--- config.mk ---
export PLATFORM = sky130hd
export DESIGN_NAME = multicycle_adder
export DESIGN_NICKNAME = d
export VERILOG_FILES = /design/src/rtl/mcadd_pkg.sv /design/src/rtl/mcadd_digit.sv /design/src/rtl/multicycle_adder.sv
export SDC_FILE = /design/constraint.sdc
export NUM_CORES = 1
export LEC_CHECK = 0
export ABC_AREA = 1
export BUFFER_PORTS_ARGS = -buffer_cell sky130_fd_sc_hd__buf_2
export CAP_MARGIN = 20
export CORE_MARGIN = 8
export CORE_UTILIZATION = 55
export CTS_CLUSTER_SIZE = 40
export DETAILED_ROUTE_END_ITERATION = 6
export GPL_ROUTABILITY_DRIVEN = 1
export MAX_ROUTING_LAYER = met4
export PLACE_DENSITY_LB_ADDON = 0.05
export SYNTH_ARGS = -nofsm -noshare
export SYNTH_HDL_FRONTEND = slang
export SYNTH_SLANG_ARGS = --single-unit
--- constraint.sdc ---
create_clock -name clk -period 3.95 [get_ports clk]
set_input_delay 0.79 -clock clk [delete_from_list [all_inputs] [get_ports clk]]
set_output_delay 0.79 -clock clk [all_outputs]
set_load 0.02 [all_outputs]
--- src/rtl/mcadd_pkg.sv ---
// Shared types and sizing helpers for the multi-cycle ripple adder.
// Latency: n/a (declarations only).
// Backpressure: n/a.
package mcadd_pkg;

    typedef enum logic [1:0] {
        IDLE = 2'd0,
        RUN  = 2'd1,
        DONE = 2'd2
    } state_t;

    // Number of DIGIT-wide slices that make up one operand.
    function automatic int calc_ndig(input int width, input int digit);
        return width / digit;
    endfunction

    // Digit counter width; a single-digit configuration still gets one bit.
    function automatic int calc_cnt_w(input int width, input int digit);
        int n;
        n = width / digit;
        return (n <= 1) ? 1 : $clog2(n);
    endfunction

endpackage

--- src/rtl/mcadd_digit.sv ---
// Combinational DIGIT-bit ripple slice; also exposes the carry into its MSB.
// Latency: zero cycles (pure combinational).
// Backpressure: none; the caller decides when the result is used.
module mcadd_digit #(
    parameter int DIGIT = 4
) (
    input  logic [DIGIT-1:0] a_d,
    input  logic [DIGIT-1:0] b_d,
    input  logic             ci,
    output logic [DIGIT-1:0] s_d,
    output logic             co,
    output logic             c_msb
);

    logic [DIGIT:0] cv;

    // Ripple the carry bit by bit through the slice.
    always_comb begin
        cv    = '0;
        cv[0] = ci;
        for (int i = 0; i < DIGIT; i++) begin
            cv[i+1] = (a_d[i] & b_d[i]) | (a_d[i] & cv[i]) | (b_d[i] & cv[i]);
        end
        s_d   = a_d ^ b_d ^ cv[DIGIT-1:0];
        co    = cv[DIGIT];
        c_msb = cv[DIGIT-1];
    end

endmodule

--- src/rtl/multicycle_adder.sv ---
// Multi-cycle ripple adder: WIDTH-bit sum computed DIGIT bits per cycle, LSB first.
// Latency: NDIG = WIDTH/DIGIT cycles from accepted start to the done pulse.
// Backpressure: start is only accepted in IDLE/DONE; ignored while busy. MCADD_SUB_EN adds the sub port.
module multicycle_adder
    import mcadd_pkg::*;
#(
    parameter int WIDTH = 16,
    parameter int DIGIT = 4
) (
    input  logic             clk,
    input  logic             rst_n,
    input  logic             start,
    input  logic [WIDTH-1:0] a,
    input  logic [WIDTH-1:0] b,
    input  logic             cin,
`ifdef MCADD_SUB_EN
    input  logic             sub,
`endif
    output logic             busy,
    output logic             done,
    output logic [WIDTH-1:0] sum,
    output logic             carry,
    output logic             overflow
);

    localparam int               NDIG     = calc_ndig(WIDTH, DIGIT);
    localparam int               CNT_W    = calc_cnt_w(WIDTH, DIGIT);
    localparam logic [CNT_W-1:0] LAST_CNT = CNT_W'(NDIG - 1);
    localparam logic [WIDTH-1:0] DIG_MASK = WIDTH'({DIGIT{1'b1}});

    // Reject illegal geometry at elaboration time.
    if (WIDTH < 2 || DIGIT < 1 || DIGIT > WIDTH || (WIDTH % DIGIT) != 0) begin : g_bad_cfg
        $error("multicycle_adder: illegal WIDTH/DIGIT combination");
    end

    // Subtraction folds into addition: a + ~b + 1, with cin overridden.
    logic sub_sel;
`ifdef MCADD_SUB_EN
    assign sub_sel = sub;
`else
    assign sub_sel = 1'b0;
`endif

    state_t           state_q, state_d;
    logic [WIDTH-1:0] a_q, a_d;
    logic [WIDTH-1:0] b_q, b_d;
    logic             c_q, c_d;
    logic [CNT_W-1:0] cnt_q, cnt_d;
    logic [WIDTH-1:0] acc_q, acc_d;
    logic [WIDTH-1:0] sum_q, sum_d;
    logic             carry_q, carry_d;
    logic             ovf_q, ovf_d;

    // Select the current digit by shifting the captured operands; the
    // registers themselves stay untouched for the whole operation.
    logic [31:0]      shamt;
    logic [WIDTH-1:0] a_sh;
    logic [WIDTH-1:0] b_sh;
    logic [DIGIT-1:0] dig_a;
    logic [DIGIT-1:0] dig_b;
    logic [DIGIT-1:0] dig_s;
    logic             dig_co;
    logic             dig_c_msb;

    assign shamt = 32'(cnt_q) * 32'(DIGIT);
    assign a_sh  = a_q >> shamt;
    assign b_sh  = b_q >> shamt;
    assign dig_a = a_sh[DIGIT-1:0];
    assign dig_b = b_sh[DIGIT-1:0];

    mcadd_digit #(
        .DIGIT (DIGIT)
    ) u_digit (
        .a_d   (dig_a),
        .b_d   (dig_b),
        .ci    (c_q),
        .s_d   (dig_s),
        .co    (dig_co),
        .c_msb (dig_c_msb)
    );

    // Next-state and datapath update: capture on start, one digit per RUN cycle.
    always_comb begin
        state_d = state_q;
        a_d     = a_q;
        b_d     = b_q;
        c_d     = c_q;
        cnt_d   = cnt_q;
        acc_d   = acc_q;
        sum_d   = sum_q;
        carry_d = carry_q;
        ovf_d   = ovf_q;

        case (state_q)
            IDLE, DONE: begin
                if (start) begin
                    a_d     = a;
                    b_d     = sub_sel ? ~b : b;
                    c_d     = sub_sel ? 1'b1 : cin;
                    cnt_d   = '0;
                    state_d = RUN;
                end else begin
                    state_d = IDLE;
                end
            end
            RUN: begin
                acc_d = (acc_q & ~(DIG_MASK << shamt)) | (WIDTH'(dig_s) << shamt);
                c_d   = dig_co;
                cnt_d = cnt_q + CNT_W'(1);
                if (cnt_q == LAST_CNT) begin
                    // Carry into and out of the MSB both live in the final slice.
                    sum_d   = acc_d;
                    carry_d = dig_co;
                    ovf_d   = dig_c_msb ^ dig_co;
                    cnt_d   = '0;
                    state_d = DONE;
                end
            end
            default: begin
                state_d = IDLE;
            end
        endcase
    end

    // State and datapath registers; reset discards any operation in flight.
    always_ff @(posedge clk or negedge rst_n) begin
        if (!rst_n) begin
            state_q <= IDLE;
            a_q     <= '0;
            b_q     <= '0;
            c_q     <= 1'b0;
            cnt_q   <= '0;
            acc_q   <= '0;
            sum_q   <= '0;
            carry_q <= 1'b0;
            ovf_q   <= 1'b0;
        end else begin
            state_q <= state_d;
            a_q     <= a_d;
            b_q     <= b_d;
            c_q     <= c_d;
            cnt_q   <= cnt_d;
            acc_q   <= acc_d;
            sum_q   <= sum_d;
            carry_q <= carry_d;
            ovf_q   <= ovf_d;
        end
    end

    assign busy     = (state_q == RUN);
    assign done     = (state_q == DONE);
    assign sum      = sum_q;
    assign carry    = carry_q;
    assign overflow = ovf_q;

endmodule

== After elaboration in Yosys (flattened, before gate mapping) ==
Index checks and enable logic that the tools add are counted.
Storage, ports and cells
  register bits after elaboration: 71
  input port bits: 36
  output and inout port bits: 20
  logic and storage cells: 59
Cells by class
  bitwise operators: 26
  add/sub/neg operators: 1
  reduce and logical (&&, ||, !) cells: 6
  equality and inequality tests: 5
  multiplexer cells: 8
  shift operators: 4
Operators with widths (number)
  16-bit by 4-bit >> shifter with 4-bit output: 2
  16-bit AND: 1
  16-bit inverter: 1
  16-bit bitwise OR: 1
  4-bit by 4-bit << shifter with 16-bit output: 1
  4-bit by 4-bit << shifter with 16-bit output (first input constant): 1
  1-bit AND: 12
  1-bit bitwise OR: 8
  2-bit case mux with 2 select lines: 2
  4-bit XOR: 2
  2-bit 2-to-1 mux: 3
  2-bit AND reduction: 3
  2-bit equality test (second input constant): 2
  2-bit by 1-bit adder with 2-bit output (second input constant): 1
  2-bit by 1-bit equality test with 1-bit output (second input constant): 1
  2-bit logical NOT: 1
  1-bit 2-to-1 mux: 2
  2-bit by 1-bit inequality test with 1-bit output (second input constant): 1
  2-bit inequality test (second input constant): 1
  1-bit case mux with 2 select lines: 1
  2-bit nonzero test: 1
  2-bit OR reduction: 1
  1-bit XOR: 1

== Longest topological paths before layout ==
Gate-level depths: netlist of run 1.
  depth in word-level cells: 14
  depth in mapped cells: 15
  depth with buffers taken out: 14

== Modules after synthesis ==
A second synthesis of run 1 with hierarchy kept.
Second synthesis, totals
  cell total of the unflattened synthesis: 405
  area, all modules: 3214.3 µm²
By module, submodules not included
  multicycle_adder: seq. area each 1676.6 µm², cells an instance 391, area each 3096.7 µm², times used 1
  mcadd_digit: seq. area each 0.0 µm², cells an instance 14, area each 117.6 µm², times used 1

== Worst setup path after synthesis of run 1 ==
No wires, ideal clock.
  path type: reg-to-reg
  from: reg cnt_q[1]
  to: reg acc_q[11]
  clock period less this slack: 2.871 ns
  data required time: 3.833 ns
  path buffers: 1
  arrival: 2.754 ns
  slack: 1.079 ns
  setup time: 0.117 ns
  cell stages (with the launch flop): 15
  cell sequence: dfrtp_1 inv_1 clkbuf_1 o211ai_1 nand2_1 fa_1 inv_1 fa_1 fa_1 inv_1 fa_1 nand3_1 nand2_1 nand2_1 nand2_1
Between the ends
  longest elaborated chain between the ends: 13
  elaborated cells between the ends (all ways): 24
  classes of those cells: shift (4); bitwise (20)
RTL lines
  start, declared: RTL line multicycle_adder.sv:48  | logic [CNT_W-1:0] cnt_q, cnt_d;
  start signal, assigned: RTL line multicycle_adder.sv:142  | cnt_q <= cnt_d;
  16-bit by 4-bit >> shifter with 4-bit output, on equally long branches: RTL line multicycle_adder.sv:66, multicycle_adder.sv:67
  1-bit AND: RTL line mcadd_digit.sv:22  | cv[i+1] = (a_d[i] & b_d[i]) | (a_d[i] & cv[i]) | (b_d[i] & cv[i]);
  1-bit bitwise OR (2 in series): RTL line mcadd_digit.sv:22
  1-bit AND: RTL line mcadd_digit.sv:22
  1-bit bitwise OR (2 in series): RTL line mcadd_digit.sv:22
  1-bit AND: RTL line mcadd_digit.sv:22
  1-bit bitwise OR (2 in series): RTL line mcadd_digit.sv:22
  4-bit XOR: RTL line mcadd_digit.sv:24  | s_d = a_d ^ b_d ^ cv[DIGIT-1:0];
  4-bit by 4-bit << shifter with 16-bit output: RTL line multicycle_adder.sv:107  | acc_d = (acc_q & ~(DIG_MASK << shamt)) | (WIDTH'(dig_s) << shamt);
  16-bit bitwise OR (*): RTL line multicycle_adder.sv:107
  end signal, assigned: RTL line multicycle_adder.sv:133  | acc_q <= '0;
  end signal, assigned: RTL line multicycle_adder.sv:143  | acc_q <= acc_d;
  end, declared: RTL line multicycle_adder.sv:49  | logic [WIDTH-1:0] acc_q, acc_d;
Mark *: on every way between the ends. The rest lies on a longest branch, timed or not.
A chain may end at the register's enable or synchronous reset.

== Worst setup path in the final report of run 1 ==
  from: reg cnt_q[0]
  to: reg sum_q[3], in the netlist sum[3]
Between the ends
  longest elaborated chain between the ends: 13
  elaborated cells between the ends (all ways): 26
  classes of those cells: eq/ne (1); shift (4); bitwise (20); reduce/logical (1)
RTL lines
  16-bit by 4-bit >> shifter with 4-bit output, on equally long branches: RTL line multicycle_adder.sv:66, multicycle_adder.sv:67
  1-bit AND: RTL line mcadd_digit.sv:22
  1-bit bitwise OR (2 in series): RTL line mcadd_digit.sv:22
  1-bit AND: RTL line mcadd_digit.sv:22
  1-bit bitwise OR (2 in series): RTL line mcadd_digit.sv:22
  1-bit AND: RTL line mcadd_digit.sv:22
  1-bit bitwise OR (2 in series): RTL line mcadd_digit.sv:22
  4-bit XOR: RTL line mcadd_digit.sv:24
  4-bit by 4-bit << shifter with 16-bit output: RTL line multicycle_adder.sv:107
  16-bit bitwise OR: RTL line multicycle_adder.sv:107
  end signal, assigned: RTL line multicycle_adder.sv:144  | sum_q <= sum_d;
  end, declared: RTL line multicycle_adder.sv:50  | logic [WIDTH-1:0] sum_q, sum_d;
Parallel ways exist; a longest one is shown, timed or not.

==> results_tabular.tex, run 1 <==
\begin{tabular}{lr}
\hline
Metric & Value \\
\hline
\multicolumn{2}{l}{\textbf{Drt}} \\
Number of vias per cell after detailed routing & 5.11 \\
Number of search-and-repair iterations in the first detailed-routing pass & 4 \\
Mean routed wirelength per cell & 13.9 microns \\
Total DRC errors in the routed layout & 0 \\
Vias after detailed routing & 2717 \\
Antenna violation net count after detailed routing & 0 \\
WL final & 7400 microns \\
Number of violations reported at the end of detailed-routing iteration 0 & 133 \\
\multicolumn{2}{l}{\textbf{Yosys}} \\
Number of standard cells after synthesis & 405 \\
Number of distinct standard cells referenced by the synthesized netlist & 23 \\
Syn Area/Cell & 8.06 sq um \\
Mapped Nets & 449 \\
Netlist area before placement & 3260 sq um \\
Yosys warning count & 0 \\
Number of synthesized register bits & 67 \\
Sequential fraction of the synthesis area & 51.4\% \\
\multicolumn{2}{l}{\textbf{Clocking}} \\
Clock buffer count from CTS & 9 \\
CTS root buf & sky130\_fd\_sc\_hd\_\_clkbuf\_8 \\
Clock slew at the register clock pins of the worst setup and hold paths & 70 ps \\
Total clock sinks & 67 \\
Worst-case clock buffer depth & 2 \\
Deepest level of the CTS H-tree & 3 \\
Later-pin clock latency in the skew report & 340 ps \\
Post-CTS Setup Bufs & 0 \\
Post-CTS Hold Buffers & 0 \\
Number of gates given a new drive strength after cts & 0 \\
CTS tree & done \\
\multicolumn{2}{l}{\textbf{Timing}} \\
Part of the cycle the worst path needs & 75.6\% \\
Worst slew margin relative to its limit & 43.2\% \\
Setup TNS & 0 ps \\
Worst hold margin & 473 ps \\
Worst-margin pin slew & 852 ps \\
RSZ-0062 raised after global routing & false \\
Final period demand of the worst path & 2980 ps \\
Max Clock Freq & 335 MHz \\
Final Max Slew Viols & 0 \\
Number of hold violations in the final report & 0 \\
Setup violators final & 0 \\
Final Skew & 4.59 ps \\
\multicolumn{2}{l}{\textbf{Global route}} \\
First-pass GRT wire length & 12500 microns \\
Number of global-route vias before repair & 2651 \\
Largest net degree at the start of global routing & 68 \\
GR Overflow Total & 0 \\
Number of antenna violations at the first check in global routing & 0 \\
Global-route usage over all layers & 19.0\% \\
\multicolumn{2}{l}{\textbf{Finish}} \\
Layout Cells excl Fill & 532 \\
Layout Nets & 497 \\
Antenna Cells & 0 \\
Share of cells above drive strength 1 & 18.8\% \\
Area growth, synth to finish & 13.0\% \\
\multicolumn{2}{l}{\textbf{Worst setup path}} \\
Kind of start point of the critical path & register \\
Launching element of the worst setup path & cnt\_q[0] \\
Data arrival at the endpoint of the critical path & 3220 ps \\
Worst-path fanout max & 28 \\
Required time at the worst-slack endpoint & 4190 ps \\
R2R Setup Slk & 970 ps \\
Startpoint of the most critical register-to-register path & cnt\_q[0] \\
Startpoint-to-endpoint class of the critical path & register to register \\
Endpoint kind of the worst setup timing path & register \\
\multicolumn{2}{l}{\textbf{Placement}} \\
Quantity of I/O buffers inserted on ports & 55 \\
HPWL after detailed placement & 5090 microns \\
RD Place Congestion & 0.885 \\
\# placed instances & 517 \\
\multicolumn{2}{l}{\textbf{Hold path}} \\
Type of the worst min-delay path & register to register \\
Hold Startpoint & sum[2] \\
\multicolumn{2}{l}{\textbf{Floorplan}} \\
Die span in x & 93.0 microns \\
Num ports & 56 \\
Overall die area & 8650 sq um \\
Cell Rows & 28 \\
Die span in y & 93.0 microns \\
CORE AREA & 5820 sq um \\
Starting utilization of the core area & 56.1\% \\
\multicolumn{2}{l}{\textbf{Pwr}} \\
Power Dens Cells & 952 nW/um\^{}2 \\
Worst ir drop on vdd & 0.458 mV \\
Leakage dissipation & 2.08 nW \\
\multicolumn{2}{l}{\textbf{Outcome}} \\
Status & finished clean \\
\multicolumn{2}{l}{\textbf{Job}} \\
Max-Cap Viols & 0 \\
\hline
\end{tabular}
-- stage by stage --
stage | cell area (sq um) | utilization, % | setup WS (ps) | power [mW]
after floorplan | 3260 | - | 1080 | 2.60
after global placement | 3530 | 60.6 | 1080 | 2.99
after detailed placement | 3530 | 60.6 | 995 | 3.05
after CTS | 3690 | 63.4 | 981 | 3.54
after global routing | 3690 | 63.4 | 728 | 3.86
final | 3690 | 63.4 | 965 | 3.51
-- cell usage after synthesis --
master / n / area share (%)
sky130_fd_sc_hd__nand2_1: 196 / 23
sky130_fd_sc_hd__dfrtp_1: 67 / 51
sky130_fd_sc_hd__nand3_1: 52 / 8.0
sky130_fd_sc_hd__inv_1: 15 / 1.7
sky130_fd_sc_hd__nor2_1: 15 / 1.7
sky130_fd_sc_hd__buf_2: 13 / 2.0
sky130_fd_sc_hd__o21ai_2: 5 / 1.3
sky130_fd_sc_hd__a21oi_1: 4 / 0.61
sky130_fd_sc_hd__buf_6: 4 / 1.4
sky130_fd_sc_hd__fa_1: 4 / 2.5
sky130_fd_sc_hd__ha_1: 4 / 1.5
sky130_fd_sc_hd__o211ai_1: 4 / 0.92
sky130_fd_sc_hd__o21ai_1: 4 / 0.61
sky130_fd_sc_hd__buf_4: 3 / 0.69
sky130_fd_sc_hd__inv_2: 3 / 0.35
sky130_fd_sc_hd__o21ai_0: 3 / 0.46
sky130_fd_sc_hd__buf_1: 2 / 0.23
sky130_fd_sc_hd__nand2_2: 2 / 0.38
sky130_fd_sc_hd__clkbuf_1: 1 / 0.11
sky130_fd_sc_hd__nand2_4: 1 / 0.35
sky130_fd_sc_hd__nor2_4: 1 / 0.35
sky130_fd_sc_hd__nor2_8: 1 / 0.61
sky130_fd_sc_hd__xnor2_1: 1 / 0.27
-- critical path, stage by stage (launching register included) --
cell,delay (ps)
sky130_fd_sc_hd__dfrtp_1,390
sky130_fd_sc_hd__inv_2,330
sky130_fd_sc_hd__o21ai_0,180
sky130_fd_sc_hd__nand2_1,110
sky130_fd_sc_hd__fa_1,170
sky130_fd_sc_hd__inv_1,50
sky130_fd_sc_hd__fa_1,380
sky130_fd_sc_hd__fa_1,410
sky130_fd_sc_hd__inv_1,80
sky130_fd_sc_hd__fa_1,460
sky130_fd_sc_hd__nand3_1,110
sky130_fd_sc_hd__nand2_1,70
sky130_fd_sc_hd__nand2_1,70
sky130_fd_sc_hd__nand2_1,50
-- registers in the layout, summed over array words and instances (netlist names) --
| register | cells |
|---|---|
| carry | 1 |
| c_q | 1 |
| state_q | 2 |
| a_q | 16 |
| cnt_q | 2 |
| acc_q | 12 |
| sum | 16 |
| overflow | 1 |
| b_q | 16 |
-- kinds of logic after synthesis --
| group | share of synthesized area, % |
|---|---|
| compound gates | 3.95 |
| flops | 51.4 |
| simple gates | 33.9 |
| buf+inv | 6.48 |
| fa+ha+maj | 3.99 |
| xor+xnor | 0.268 |
-- power breakdown --
part / leakage (nW) / switching, mW / internal [mW]
clock: 0.0860 / 0.247 / 0.239
sequential: 0.843 / 0.177 / 0.996
combinational: 1.15 / 1.22 / 0.629
total: 2.08 / 1.65 / 1.86
-- layout by cell type (no fill, tap or decap), types with 5 or more instances in the layout --
cell type	netlist	routed
sky130_fd_sc_hd__buf_2	13	55
sky130_fd_sc_hd__inv_1	15	15
sky130_fd_sc_hd__nand3_1	52	52
sky130_fd_sc_hd__o21ai_2	5	5
sky130_fd_sc_hd__dfrtp_1	67	67
sky130_fd_sc_hd__nand2_1	196	196
sky130_fd_sc_hd__nor2_1	15	15
sky130_fd_sc_hd__clkbuf_8	0	10
sky130_fd_sc_hd__buf_4	3	5
-- final cells by class --
class / count / area, sq um
Timing Repair Buffer: 60 / 313
Inverter: 18 / 67.6
Clock inverter: 3 / 15.0
Tap cell: 75 / 93.8
Fill cell: 544 / 2130
Clock buffer: 12 / 145
Multi-Input combinational cell: 297 / 1380
Sequential cell: 67 / 1680
-- metal layers --
| layer | vias to the layer above | track usage, % | part of all wire, % |
|---|---|---|---|
| met4 | 0 | 9.93 | 2.1 |
| met2 | 59 | 30.1 | 49 |
| met5 | - | - | 0 |
| li1 | 1365 | - | - |
| met1 | 1278 | 22.7 | 45 |
| met3 | 15 | 3.45 | 3.9 |
-- final timing paths --
kind,to,cells past startpoint
max,sum[3],13
min,sum[2],2
max reg2reg,sum[3],13
min reg2reg,sum[2],2
max in group asynchronous,a_q[12],2
min in group asynchronous,sum[10],2
No activity file was read; power rests on OpenSTA's default activity.
==> run 2, diff against run 1 <==
CORE_UTILIZATION = 50   (was 55)
clock period = 2.4 ns   (was 3.95 ns; I/O delays follow)
==> run 2 against run 1 <==
Compared with the run above: the run now ends with setup timing left; routed wire length up 5.5%; first-iteration DRC count down 41%; critical path depth unchanged; worst hold slack worse by 340 ps; final cell count up 3.8%; worst setup slack worse by 1200 ps; global-route usage down 0.91 points; non-clock buffer count up 17; register-to-register slack worse by 1200 ps; via count up 1.1%; clock skew up 2.3 ps; highest routed layer unchanged.
==> results_tabular.tex, run 2 (synthesis gave the netlist of run 1 again) <==
\begin{tabular}{lr}
\hline
Metric & Value \\
\hline
\multicolumn{2}{l}{\textbf{Outcome}} \\
Status & complete, but fails checks \\
Violations in the final reports & setup timing \\
\multicolumn{2}{l}{\textbf{Clocking}} \\
Clock slew at the register clock pins of the worst setup and hold paths & 70 ps \\
CTS tree & done \\
Total clock sinks & 67 \\
CTS root buf & sky130\_fd\_sc\_hd\_\_clkbuf\_8 \\
Worst-case clock buffer depth & 2 \\
Clock buffer count from CTS & 9 \\
Later-pin clock latency in the skew report & 340 ps \\
Deepest level of the CTS H-tree & 3 \\
\multicolumn{2}{l}{\textbf{Pwr}} \\
Worst ir drop on vdd & 1.03 mV \\
Power, Total & 6.60 mW \\
Leakage dissipation & 2.19 nW \\
Power Dens Cells & 1660 nW/um\^{}2 \\
\multicolumn{2}{l}{\textbf{Timing}} \\
Final period demand of the worst path & 2590 ps \\
Worst-margin pin slew & 584 ps \\
Final worst-path setup slack & -194 ps \\
Final Skew & 6.94 ps \\
Max Clock Freq & 385 MHz \\
Part of the cycle the worst path needs & 108\% \\
RSZ-0062 raised after global routing & true \\
Setup violators final & 9 \\
Worst slew margin relative to its limit & 61.1\% \\
Final Max Slew Viols & 0 \\
Number of hold violations in the final report & 0 \\
\multicolumn{2}{l}{\textbf{Worst setup path}} \\
Kind of start point of the critical path & register \\
Startpoint-to-endpoint class of the critical path & register to register \\
Data arrival at the endpoint of the critical path & 2870 ps \\
Startpoint of the most critical register-to-register path & cnt\_q[0] \\
Max stage delay cell, worst path & sky130\_fd\_sc\_hd\_\_fa\_2 \\
Launching element of the worst setup path & cnt\_q[0] \\
Worst stage delay on the critical path & 580 ps \\
CP cell instances & clkinvlp\_4 -> o211ai\_1 -> nand2\_1 -> fa\_2 -> inv\_2 -> fa\_2 -> fa\_2 -> inv\_2 -> fa\_2 -> nand3\_2 -> nand2\_2 -> nand2\_1 -> nand2\_1 \\
Most used cell, CP & sky130\_fd\_sc\_hd\_\_fa\_2 \\
Required time at the worst-slack endpoint & 2680 ps \\
Worst-path fanout max & 5 \\
Endpoint kind of the worst setup timing path & register \\
\multicolumn{2}{l}{\textbf{Finish}} \\
Layout Cell Area excl Fill & 3970 sq um \\
Layout filler cell count & 583 \\
Most frequent cells in the layout & 189 x sky130\_fd\_sc\_hd\_\_nand2\_1, 66 x sky130\_fd\_sc\_hd\_\_dfrtp\_1, 55 x sky130\_fd\_sc\_hd\_\_buf\_2 \\
Antenna Cells & 0 \\
Share of cells above drive strength 1 & 27.2\% \\
Area growth, synth to finish & 21.8\% \\
Layout Nets & 515 \\
Leading cell type in the layout, fill and taps excluded & sky130\_fd\_sc\_hd\_\_nand2\_1 \\
\multicolumn{2}{l}{\textbf{Global route}} \\
GR Overflow Total & 0 \\
Number of antenna violations at the first check in global routing & 0 \\
First-pass GRT wire length & 13500 microns \\
Number of global-route vias before repair & 2877 \\
Largest net degree at the start of global routing & 37 \\
Global-route usage over all layers & 18.1\% \\
\multicolumn{2}{l}{\textbf{Floorplan}} \\
Die span in x & 96.8 microns \\
Num ports & 56 \\
CORE AREA & 6350 sq um \\
Overall die area & 9370 sq um \\
Die span in y & 96.8 microns \\
Starting utilization of the core area & 51.4\% \\
Cell Rows & 29 \\
\multicolumn{2}{l}{\textbf{Drt}} \\
Number of search-and-repair iterations in the first detailed-routing pass & 4 \\
Number of vias per cell after detailed routing & 4.98 \\
Number of violations reported at the end of detailed-routing iteration 0 & 79 \\
WL final & 7810 microns \\
Antenna violation net count after detailed routing & 0 \\
Vias after detailed routing & 2748 \\
Mean routed wirelength per cell & 14.1 microns \\
Total DRC errors in the routed layout & 0 \\
\multicolumn{2}{l}{\textbf{Job}} \\
Max-Cap Viols & 0 \\
\multicolumn{2}{l}{\textbf{Placement}} \\
RD Place Congestion & 0.879 \\
HPWL after detailed placement & 5500 microns \\
Standard cell area after detailed placement & 3680 sq um \\
Quantity of I/O buffers inserted on ports & 55 \\
\multicolumn{2}{l}{\textbf{Hold path}} \\
Type of the worst min-delay path & input port to async pin \\
\hline
\end{tabular}
run 2: cell type report:
cell class / count / area [sq um] / share of cell area [%]
sequential: 67 / 1680 / 42.2
timing repair buffer: 77 / 469 / 11.8
tap: 77 / 96.3 / 2.42
timing repair inverter: 1 / 7.51 / 0.189
clock inverter: 1 / 30.0 / 0.756
clock buffer: 14 / 183 / 4.60
multi-input combinational: 297 / 1440 / 36.2
inverter: 18 / 70.1 / 1.76
run 2: power breakdown:
group,switching [mW],internal [mW]
sequential,0.310,1.64
clock,0.408,0.589
combinational,2.24,1.41
total,2.96,3.64
run 2: path summary, 6_finish.rpt:
check	cells past startpoint	endpoint	slack [ps]
hold reg to reg	2	sum[6]	470
setup reg to reg	13	sum[3]	-190
hold / removal	1	sum[10]	130
setup / recovery	13	sum[3]	-190
min in group clk	3	a_q[11]	360
max in group asynchronous	2	cnt_q[0]	1710
run 2: per-stage QoR:
step | setup TNS, ps | setup WS [ps] | utilization, % | hold WS (ps) | instances
floorplan | -1580 | -212 | - | 184 | 405
global placement | -1040 | -146 | 57.9 | 457 | 534
detailed placement | -1530 | -201 | 57.9 | 460 | 534
CTS | -1120 | -171 | 61.9 | 131 | 552
global route | -2870 | -336 | 62.6 | 157 | 552
finish | -1320 | -194 | 62.6 | 130 | 552
run 2: timing repair:
action | 4_1_cts | 5_1_grt
cloned | 1 | 0
hold buffers | 0 | 0
endpoints found under the setup margin | 14 | 17
pin swaps | 7 | 2
resized for setup | 7 | 13
setup buffers | 2 | 0
run 2: worst max-delay path, delay by kind of cell (launching register included):
kind,cells,cell delay [ps]
AOI/OAI and AO/OA,1,170
adders and majority gates,4,1320
buffers and inverters,3,240
DFF,1,440
and+or+nand+nor,5,380
run 2: layer usage:
| metal | vias up | wire (microns) | share of wire, % | GRT usage (%) |
|---|---|---|---|---|
| met2 | 56 | 3700 | 47 | 28.3 |
| met1 | 1274 | 3570 | 46 | 20.8 |
| met3 | 17 | 326 | 4.2 | 5.12 |
| li1 | 1401 | - | - | - |
| met5 | - | 0 | 0 | - |
| met4 | 0 | 206 | 2.6 | 8.88 |
==> run 3, diff against run 2 <==
BUFFER_PORTS_ARGS = -buffer_cell sky130_fd_sc_hd__clkbuf_2   (was -buffer_cell sky130_fd_sc_hd__buf_2)
==> run 3 against run 2 <==
Compared with the run above: the run still ends with setup timing left; power shrank 1.4%; sequential power is essentially flat; final cell count grew 0.72%; die area is the same; worst hold slack gained 8.5 ps; clock power shrank 7.4%; fmax shrank 1.8%; sequential share of layout area grew 0.47 points; count of clock-buffer cells in the layout shrank 1; largest cell class unchanged; highest routed layer unchanged.
==> results_tabular.tex, run 3 (synthesis gave the netlist of run 1 again) <==
\begin{tabular}{lr}
\hline
Metric & Value \\
\hline
\multicolumn{2}{l}{\textbf{Worst setup path}} \\
Startpoint-to-endpoint class of the critical path & register to register \\
Kind of cell with the highest combined delay on the critical path & adder cells \\
Max stage delay cell, worst path & sky130\_fd\_sc\_hd\_\_fa\_2 \\
Depth of the worst register-to-register path & 13 \\
R2R Setup Slk & -240 ps \\
Launching element of the worst setup path & cnt\_q[0] \\
Worst-path fanout max & 6 \\
Number of stages on the worst setup path & 13 \\
Capture instance of the worst register-to-register path & sum[11] \\
Required time at the worst-slack endpoint & 2670 ps \\
Worst stage delay on the critical path & 570 ps \\
Data arrival at the endpoint of the critical path & 2920 ps \\
Sum of buffers and inverters on the critical path & 3 \\
CP cell instances & clkinvlp\_4 -> o211ai\_1 -> nand2\_1 -> fa\_2 -> inv\_2 -> fa\_2 -> fa\_2 -> inv\_2 -> fa\_2 -> nand3\_1 -> nand2\_1 -> nand2\_1 -> nand2\_1 \\
Kind of start point of the critical path & register \\
Capturing element of the worst setup path & sum[11] \\
Startpoint of the most critical register-to-register path & cnt\_q[0] \\
Endpoint kind of the worst setup timing path & register \\
\multicolumn{2}{l}{\textbf{Timing}} \\
Worst-margin pin slew & 594 ps \\
Max Clock Freq & 379 MHz \\
Final Skew & 6.19 ps \\
Final Max Slew Viols & 0 \\
RSZ-0062 raised after global routing & true \\
Worst hold margin & 138 ps \\
Worst slew margin relative to its limit & 60.4\% \\
Part of the cycle the worst path needs & 110\% \\
Setup violators final & 14 \\
Setup TNS & -1930 ps \\
Number of hold violations in the final report & 0 \\
Final worst-path setup slack & -242 ps \\
Final period demand of the worst path & 2640 ps \\
\multicolumn{2}{l}{\textbf{Finish}} \\
Antenna Cells & 0 \\
Layout filler cell count & 579 \\
Most frequent cells in the layout & 195 x sky130\_fd\_sc\_hd\_\_nand2\_1, 66 x sky130\_fd\_sc\_hd\_\_dfrtp\_1, 55 x sky130\_fd\_sc\_hd\_\_clkbuf\_2 \\
Layout Nets & 519 \\
Area growth, synth to finish & 20.4\% \\
Share of cells above drive strength 1 & 25.9\% \\
Leading cell type in the layout, fill and taps excluded & sky130\_fd\_sc\_hd\_\_nand2\_1 \\
\multicolumn{2}{l}{\textbf{Clocking}} \\
Clock buffer count from CTS & 9 \\
Clock slew at the register clock pins of the worst setup and hold paths & 70 ps \\
CTS tree & done \\
Later-pin clock latency in the skew report & 330 ps \\
Post-CTS Hold Buffers & 0 \\
Total clock sinks & 67 \\
Deepest level of the CTS H-tree & 3 \\
CTS root buf & sky130\_fd\_sc\_hd\_\_clkbuf\_8 \\
Worst-case clock buffer depth & 2 \\
\multicolumn{2}{l}{\textbf{Hold path}} \\
Type of the worst min-delay path & input port to async pin \\
\multicolumn{2}{l}{\textbf{Global route}} \\
GR Overflow Total & 0 \\
Number of antenna violations at the first check in global routing & 0 \\
Largest net degree at the start of global routing & 31 \\
Number of global-route vias before repair & 2721 \\
Global-route usage over all layers & 17.6\% \\
First-pass GRT wire length & 13200 microns \\
\multicolumn{2}{l}{\textbf{Job}} \\
Max-Cap Viols & 0 \\
\multicolumn{2}{l}{\textbf{Floorplan}} \\
Die span in x & 96.8 microns \\
CORE AREA & 6350 sq um \\
Overall die area & 9370 sq um \\
Starting utilization of the core area & 51.4\% \\
Die span in y & 96.8 microns \\
Num ports & 56 \\
Cell Rows & 29 \\
\multicolumn{2}{l}{\textbf{Placement}} \\
HPWL after detailed placement & 5560 microns \\
RD Place Congestion & 0.917 \\
Quantity of I/O buffers inserted on ports & 55 \\
Dpl ws & -234 ps \\
\multicolumn{2}{l}{\textbf{Pwr}} \\
Leakage dissipation & 2.19 nW \\
Power Dens Cells & 1660 nW/um\^{}2 \\
Worst ir drop on vdd & 0.706 mV \\
Power, Total & 6.51 mW \\
\multicolumn{2}{l}{\textbf{Drt}} \\
Antenna violation net count after detailed routing & 0 \\
Number of violations reported at the end of detailed-routing iteration 0 & 96 \\
Mean routed wirelength per cell & 13.9 microns \\
Number of search-and-repair iterations in the first detailed-routing pass & 4 \\
Total DRC errors in the routed layout & 0 \\
Vias after detailed routing & 2753 \\
WL final & 7720 microns \\
Number of vias per cell after detailed routing & 4.95 \\
\multicolumn{2}{l}{\textbf{Outcome}} \\
Violations in the final reports & setup timing \\
Status & complete, but fails checks \\
\hline
\end{tabular}
[run 3: changes by cell type in the layout (fill, tap and decap cells not counted), sizes merged]
cell,previous run,this run
clkbuf,14,68
clkinv,0,1
buf,77,26
[run 3: repair_timing]
action,4_1_cts,5_1_grt
endpoints found under the setup margin,12,19
gates resized for setup,7,3
cloned,1,0
pin swaps,8,3
setup buffers,5,1
[run 3: final cells by class]
| class | count | area [sq um] | share of cell area [%] |
|---|---|---|---|
| sequential | 67 | 1680 | 42.7 |
| tap | 77 | 96.3 | 2.45 |
| inverter | 18 | 70.1 | 1.78 |
| clock inverter | 2 | 35.0 | 0.891 |
| multi-input combinational | 297 | 1410 | 35.9 |
| timing repair inverter | 1 | 7.51 | 0.191 |
| timing repair buffer | 81 | 474 | 12.1 |
| clock buffer | 13 | 159 | 4.04 |
[run 3: routing by layer]
metal	vias to the layer above	routed length, microns	part of all wire (%)	global-route usage (%)
met5	-	0	0	-
met3	6	302	3.9	3.84
li1	1401	-	-	-
met2	61	3820	50	28.0
met4	0	80	1.0	7.10
met1	1285	3510	46	21.1
[run 3: report_power, final]
group / total [mW] / leakage [nW] / internal (mW) / switching (mW)
clock network: 0.922 / 0.0995 / 0.530 / 0.391
logic: 3.64 / 1.25 / 1.44 / 2.19
registers: 1.95 / 0.841 / 1.64 / 0.309
[run 3: how the worst min path moves through the flow]
stage / start / endpoint / cells past startpoint
2_1_floorplan: rst_n / a_q[0] / 0
3_3_place_gp: a_q[14] / a_q[14] / 2
3_5_place_dp: b_q[8] / b_q[8] / 2
4_1_cts: rst_n / sum[10] / 1
5_1_grt: rst_n / acc_q[0] / 1
6_report: rst_n / sum[2] / 1
[run 3: metrics by stage]
step           area (sq um)  util, %  instances
2_1_floorplan          3310        -        405
3_3_place_gp           3650     57.5        534
3_5_place_dp           3650     57.5        534
4_1_cts                3920     61.7        555
5_1_grt                3930     61.9        556
6_report               3930     61.9        556
